### config.mk
export PLATFORM = sky130hd
export DESIGN_NAME = prefetch_buffer_flat
export DESIGN_NICKNAME = d
export VERILOG_FILES = /design/src/rtl/cpu_pkg.sv /design/src/rtl/prefetch_buffer_if.sv /design/src/rtl/sync_fifo.sv /design/src/rtl/prefetch_buffer.sv /design/src/flat_wrapper.sv
export SDC_FILE = /design/constraint.sdc
export NUM_CORES = 1
export LEC_CHECK = 0
export ABC_AREA = 1
export BUFFER_PORTS_ARGS = -buffer_cell sky130_fd_sc_hd__clkbuf_2
export CORE_UTILIZATION = 53
export DETAILED_ROUTE_END_ITERATION = 8
export PLACE_DENSITY_LB_ADDON = 0.2
export SETUP_SLACK_MARGIN = 0.02
export SLEW_MARGIN = 40
export SYNTH_ARGS = -nofsm -noshare
export SYNTH_HDL_FRONTEND = slang
export SYNTH_SLANG_ARGS = --single-unit
export TNS_END_PERCENT = 10
### constraint.sdc
create_clock -name clk -period 4.6 [get_ports clk]
set_input_delay 0.92 -clock clk [delete_from_list [all_inputs] [get_ports clk]]
set_output_delay 0.92 -clock clk [all_outputs]
set_load 0.01 [all_outputs]
### src/rtl/cpu_pkg.sv
// Shared CPU front-end types: the prefetch entry layout and the default prefetch depth.
package cpu_pkg;

  localparam int PREFETCH_DEPTH = 4;

  typedef struct packed {
    logic [31:0] pc_plus4;
    logic [31:0] inst;
  } fetch_entry_t;

endpackage

### src/rtl/prefetch_buffer_if.sv
// Bundle of imem request/response and fetch-stage signals around the prefetch buffer.
interface prefetch_buffer_if;
  logic        req_valid;
  logic [31:0] req_addr;
  logic        req_ready;
  logic        rsp_valid;
  logic [31:0] rsp_data;
  logic        inst_valid;
  logic [31:0] inst;
  logic [31:0] pc_plus4;
  logic        inst_ready;
  logic        redirect;
  logic [31:0] redirect_pc;

  modport master (
    output req_valid, req_addr,
    input  req_ready, rsp_valid, rsp_data,
    output inst_valid, inst, pc_plus4,
    input  inst_ready, redirect, redirect_pc
  );

  modport slave (
    input  req_valid, req_addr,
    output req_ready, rsp_valid, rsp_data,
    input  inst_valid, inst, pc_plus4,
    output inst_ready, redirect, redirect_pc
  );
endinterface

### src/rtl/sync_fifo.sv
// Single-clock FIFO with synchronous clear and occupancy output; head reads as zero when empty.
module sync_fifo #(
  parameter int WIDTH = 64,
  parameter int DEPTH = 4
) (
  input  logic                   clk,
  input  logic                   reset,
  input  logic                   clr,
  input  logic                   push,
  input  logic [WIDTH-1:0]       push_data,
  input  logic                   pop,
  output logic [WIDTH-1:0]       pop_data,
  output logic [$clog2(DEPTH):0] count
);
  localparam int AW = $clog2(DEPTH);
  localparam int CW = AW + 1;

  logic [WIDTH-1:0] mem [DEPTH];
  logic [AW-1:0]    wr_ptr;
  logic [AW-1:0]    rd_ptr;

  always_ff @(posedge clk) begin
    if (push) mem[wr_ptr] <= push_data;
  end

  always_ff @(posedge clk) begin
    if (reset || clr) begin
      wr_ptr <= '0;
      rd_ptr <= '0;
      count  <= '0;
    end else begin
      if (push) wr_ptr <= wr_ptr + AW'(1);
      if (pop)  rd_ptr <= rd_ptr + AW'(1);
      count <= count + CW'(push) - CW'(pop);
    end
  end

  assign pop_data = (count == '0) ? '0 : mem[rd_ptr];
endmodule

### src/rtl/prefetch_buffer.sv
// Instruction prefetch buffer: credit-limited imem requests, in-order response capture,
// and redirect flush that drops responses still in flight.
module prefetch_buffer
  import cpu_pkg::*;
#(
  parameter int          DEPTH    = PREFETCH_DEPTH,
  parameter logic [31:0] RESET_PC = 32'h0000_0000
) (
  input logic               clk,
  input logic               reset,
  prefetch_buffer_if.master bus
);
  localparam int CW = $clog2(DEPTH) + 1;
  // One extra bit: drops from an earlier redirect can coexist with a full new credit window.
  localparam int DW = CW + 1;

  logic [31:0]   fetch_pc;
  logic [31:0]   push_pc;
  logic [31:0]   redirect_pc_al;
  logic [CW-1:0] occ;
  logic [CW-1:0] outstanding;
  logic [CW-1:0] out_after;
  logic [DW-1:0] drop;
  logic [DW-1:0] drop_after;
  logic          credit_ok;
  logic          req_fire;
  logic          rsp_keep;
  logic          rsp_drop;
  logic          push;
  logic          pop;
  fetch_entry_t  push_entry;
  fetch_entry_t  head;

  always_comb begin
    redirect_pc_al = bus.redirect_pc & ~32'h3;
    credit_ok      = ((CW+1)'(occ) + (CW+1)'(outstanding)) < (CW+1)'(DEPTH);
    req_fire       = bus.req_valid && bus.req_ready;
    rsp_keep       = bus.rsp_valid && (drop == '0);
    rsp_drop       = bus.rsp_valid && (drop != '0);
    push           = rsp_keep && !bus.redirect;
    pop            = (occ != '0) && bus.inst_ready && !bus.redirect;
    out_after      = outstanding + CW'(req_fire) - CW'(rsp_keep);
    drop_after     = drop - DW'(rsp_drop);
    push_entry     = '{pc_plus4: push_pc + 32'd4, inst: bus.rsp_data};
  end

  always_ff @(posedge clk) begin
    if (reset) begin
      fetch_pc    <= RESET_PC;
      push_pc     <= RESET_PC;
      outstanding <= '0;
      drop        <= '0;
    end else if (bus.redirect) begin
      // A response landing this cycle is already consumed from out_after/drop_after.
      fetch_pc    <= redirect_pc_al;
      push_pc     <= redirect_pc_al;
      outstanding <= '0;
      drop        <= drop_after + DW'(out_after);
    end else begin
      if (req_fire) fetch_pc <= fetch_pc + 32'd4;
      if (push)     push_pc  <= push_pc + 32'd4;
      outstanding <= out_after;
      drop        <= drop_after;
    end
  end

  sync_fifo #(
    .WIDTH ($bits(fetch_entry_t)),
    .DEPTH (DEPTH)
  ) u_fifo (
    .clk       (clk),
    .reset     (reset),
    .clr       (bus.redirect),
    .push      (push),
    .push_data (push_entry),
    .pop       (pop),
    .pop_data  (head),
    .count     (occ)
  );

  assign bus.req_valid  = !reset && !bus.redirect && credit_ok;
  assign bus.req_addr   = fetch_pc;
  assign bus.inst_valid = (occ != '0);
  assign bus.inst       = head.inst;
  assign bus.pc_plus4   = head.pc_plus4;
endmodule
### src/flat_wrapper.sv
// flat-port wrapper written by rule: the top's interface ports become plain ports
module prefetch_buffer_flat import cpu_pkg::*;
#(
  parameter int          DEPTH    = PREFETCH_DEPTH,
  parameter logic [31:0] RESET_PC = 32'h0000_0000
)
  (clk, reset, bus_req_valid, bus_req_addr, bus_req_ready, bus_rsp_valid, bus_rsp_data, bus_inst_valid, bus_inst, bus_pc_plus4, bus_inst_ready, bus_redirect, bus_redirect_pc);
  prefetch_buffer_if bus_i ();
  input logic clk;
  input logic reset;
  output wire logic [$bits(bus_i.req_valid)-1:0] bus_req_valid;
  output wire logic [$bits(bus_i.req_addr)-1:0] bus_req_addr;
  input wire logic [$bits(bus_i.req_ready)-1:0] bus_req_ready;
  input wire logic [$bits(bus_i.rsp_valid)-1:0] bus_rsp_valid;
  input wire logic [$bits(bus_i.rsp_data)-1:0] bus_rsp_data;
  output wire logic [$bits(bus_i.inst_valid)-1:0] bus_inst_valid;
  output wire logic [$bits(bus_i.inst)-1:0] bus_inst;
  output wire logic [$bits(bus_i.pc_plus4)-1:0] bus_pc_plus4;
  input wire logic [$bits(bus_i.inst_ready)-1:0] bus_inst_ready;
  input wire logic [$bits(bus_i.redirect)-1:0] bus_redirect;
  input wire logic [$bits(bus_i.redirect_pc)-1:0] bus_redirect_pc;
  assign bus_req_valid = bus_i.req_valid;
  assign bus_req_addr = bus_i.req_addr;
  assign bus_i.req_ready = bus_req_ready;
  assign bus_i.rsp_valid = bus_rsp_valid;
  assign bus_i.rsp_data = bus_rsp_data;
  assign bus_inst_valid = bus_i.inst_valid;
  assign bus_inst = bus_i.inst;
  assign bus_pc_plus4 = bus_i.pc_plus4;
  assign bus_i.inst_ready = bus_inst_ready;
  assign bus_i.redirect = bus_redirect;
  assign bus_i.redirect_pc = bus_redirect_pc;
  prefetch_buffer #(.DEPTH(DEPTH), .RESET_PC(RESET_PC)) u_core (.clk(clk), .reset(reset), .bus(bus_i));
endmodule
==> run summary <==
Ys Warns: 0
setup TNS: 0 ns
area grow syn2layout: 14.86%
CTS tree: yes
Post-DP Area: 15,900 µm²
core footprint: 27,100 µm²
metal3 WL: 2.405 mm
Clock Pin Slew Worst Setup and Hold Paths: 0.06 ns
hold_sp: u_core.u_fifo.rd_ptr[1]
most common cell after layout, fill and taps aside: nor2_1
vias per inst: 5.340
first-pass GRT wire length: 54.12 mm
critical path's slowest cell: buf_4
Critical Path Start Type: flip-flop
initial antenna violation count: 0
hold buffer count at cts: 0
Met1 Routed Length: 15.17 mm
worst skew pair latency: 0.52 ns
Util after Layout: 0.6245
drt pass-1 iters: 5
Max Cap Violations: 0
final period utilization: 0.8653
Post-Route Skew: 0.01557 ns
n_diodes: 0
H-tree depth: 2
Relative slew margins: 0.4467
Total Power: 6.903 mW
WL per Instance: 16.31 µm
detailed-route via count: 11,352
Final Instance Count excl. Fillers: 2,126
Worst EP required: 3.68 ns
CP peak stage delay: 0.68 ns
post-cts resize count: 0
largest net degree at the start of global routing: 79
status: complete, no violations
Placed Cells incl. Taps: 2,065
DR iter-0 viols: 846
RSZ-0062 raised after global routing: no
Clk Tree Root Cell: clkbuf_16
port bufs: 161
crit path kind: reg2out
crit path time final: 3.980 ns
worst-margin pin slew: 0.8299 ns
Overflow after GRT: 0
Total GRT Usage: 0.2417
fmax: 251.2 MHz
final setup fails: 0
Sink Count: 324
hold crit path type: reg2reg
DRC: 0
design area: 16,920 µm²
WHS: 0.4748 ns
CTS Buf Count: 35
Layout fillers: 2,273
drt total wl: 34.68 mm
most frequent cells in the layout: nor2_1 (348), nand2_1 (254), edfxtp_1 (248)
Nets: 1,820
Final Max Tran Viols: 0
met2 wire len: 16.33 mm
Post-CTS Setup Repair Bufs: 0
DP Worst Slack: 1.043 ns
Synth Cell Area: 14,730 µm²
Yosys cell types: 37
crit-path max FO: 78
crit end category: primary output
Die Y: 168.7 µm
Die X-Extent: 168.7 µm
Mapped Cells: 1,587
Pwr per Cell Area: 407.9 nW/µm²
Rows: 60
initial cell density of the core: 0.5437
io pins: 168
#FFs+latches synth: 324
final worst setup slack: 0.6197 ns
P_leak: 6.397 nW
share of the synthesized area in the top cell type: 0.5054
ANT nets after route: 0
asr flop ratio synth: 0
R2R Path Start: u_core.drop[1]
crit path cell chain: inv_2 -> buf_4 -> o21ai_0 -> a21oi_1 -> clkbuf_2
routability-driven placement congestion ratio: 0.9285
cell taking the most area after synthesis: edfxtp_1
Post-synth EDFFs: 248
Clock Tree Buf Depth: 3
Top FF cell, synth: edfxtp_1
Seq/Total Area, Yosys: 0.6087
peak supply drop: 0.0002593 V
DR top layer: met4
vias in the first global route: 10,580
Fin. Hold Viols: 0
synth top area cells: edfxtp_1 (51%), dfxtp_1 (10%), nor2_1 (9.0%)
Syn Area/Cell: 9.284 µm²
layout cells sized above 1: 0.1465
DP HPWL: 21.29 mm
CP arrival: 3.06 ns
DIE AREA: 28,470 µm²
worst max-delay path: cells and delay by family, from the launching register on:
kind                   cells  cell delay, ns
flip-flops                 1            0.56
AO/OA/AOI/OAI              2            0.46
buffers and inverters      3            1.47
state kept, by name, indices dropped and copies added (netlist names), named ones only:
| register | cells |
|---|---|
| u_core.bus.req_addr | 30 |
| u_core.drop | 4 |
| u_core.outstanding | 3 |
| u_core.push_pc | 30 |
| u_core.u_fifo.count | 3 |
| u_core.u_fifo.mem | 248 |
| u_core.u_fifo.rd_ptr | 2 |
| u_core.u_fifo.wr_ptr | 2 |
Yosys cell counts, types with 3 or more instances:
cell and instances:
nand3_1 55, xor2_1 17, inv_1 115, and2_1 9, inv_2 3, nor2_1 353
buf_1 4, nand2_2 6, nand2_1 254, buf_4 6, nor2_4 6, edfxtp_1 248
dfxtp_1 76, ha_1 17, a31oi_1 10, clkbuf_1 47, nand4_1 7, fa_1 3
o21ai_0 174, o21bai_1 4, nor2_2 7, buf_2 15, a21oi_1 124, o22ai_1 5
nand3b_1 3
final cells by class:
cell class	count	area (µm²)	area share
Clock inverter	10	70.07	0.004140
Tap cell	372	465.4	0.02750
Sequential cell	324	8974	0.5302
Multi-Input combinational cell	1071	5025	0.2969
Inverter	120	450.4	0.02662
Clock buffer	51	955.9	0.05648
Timing Repair Buffer	178	983.4	0.05811
path summary, 6_finish.rpt:
path	end	slack, ns	depth (start not counted)
setup reg to reg	u_core.drop[3]	1.60	15
hold / removal	u_core.u_fifo.rd_ptr[1]	0.47	2
setup / recovery	bus_inst[5]	0.62	5
hold reg to reg	u_core.u_fifo.rd_ptr[1]	0.47	2
power by group:
part / switching [mW] / internal [mW] / leakage, nW
Combinational: 0.624 / 0.307 / 3.01
Clock: 1.09 / 1.45 / 0.494
Sequential: 0.0929 / 3.34 / 2.89
Total: 1.81 / 5.10 / 6.40
layer usage:
layer | GRT usage | vias up
li1 | - | 5585
met2 | 0.4017 | 398
met1 | 0.3265 | 5312
met5 | 0 | -
met4 | 0.07628 | 0
met3 | 0.03811 | 57
cells by family (layout without fill, tap and decap cells):
kind of cell    after synthesis  after routing  share of synthesized area
other cells                   1              4                  0.0002545
buf+inv                     195            359                    0.05358
xor+xnor                     20             20                    0.01240
fa+ha+maj                    20             20                    0.01851
flops                       324            324                     0.6087
compound gates              320            320                     0.1108
simple gates                707            707                     0.1957
(Power assumes the default switching activity.)
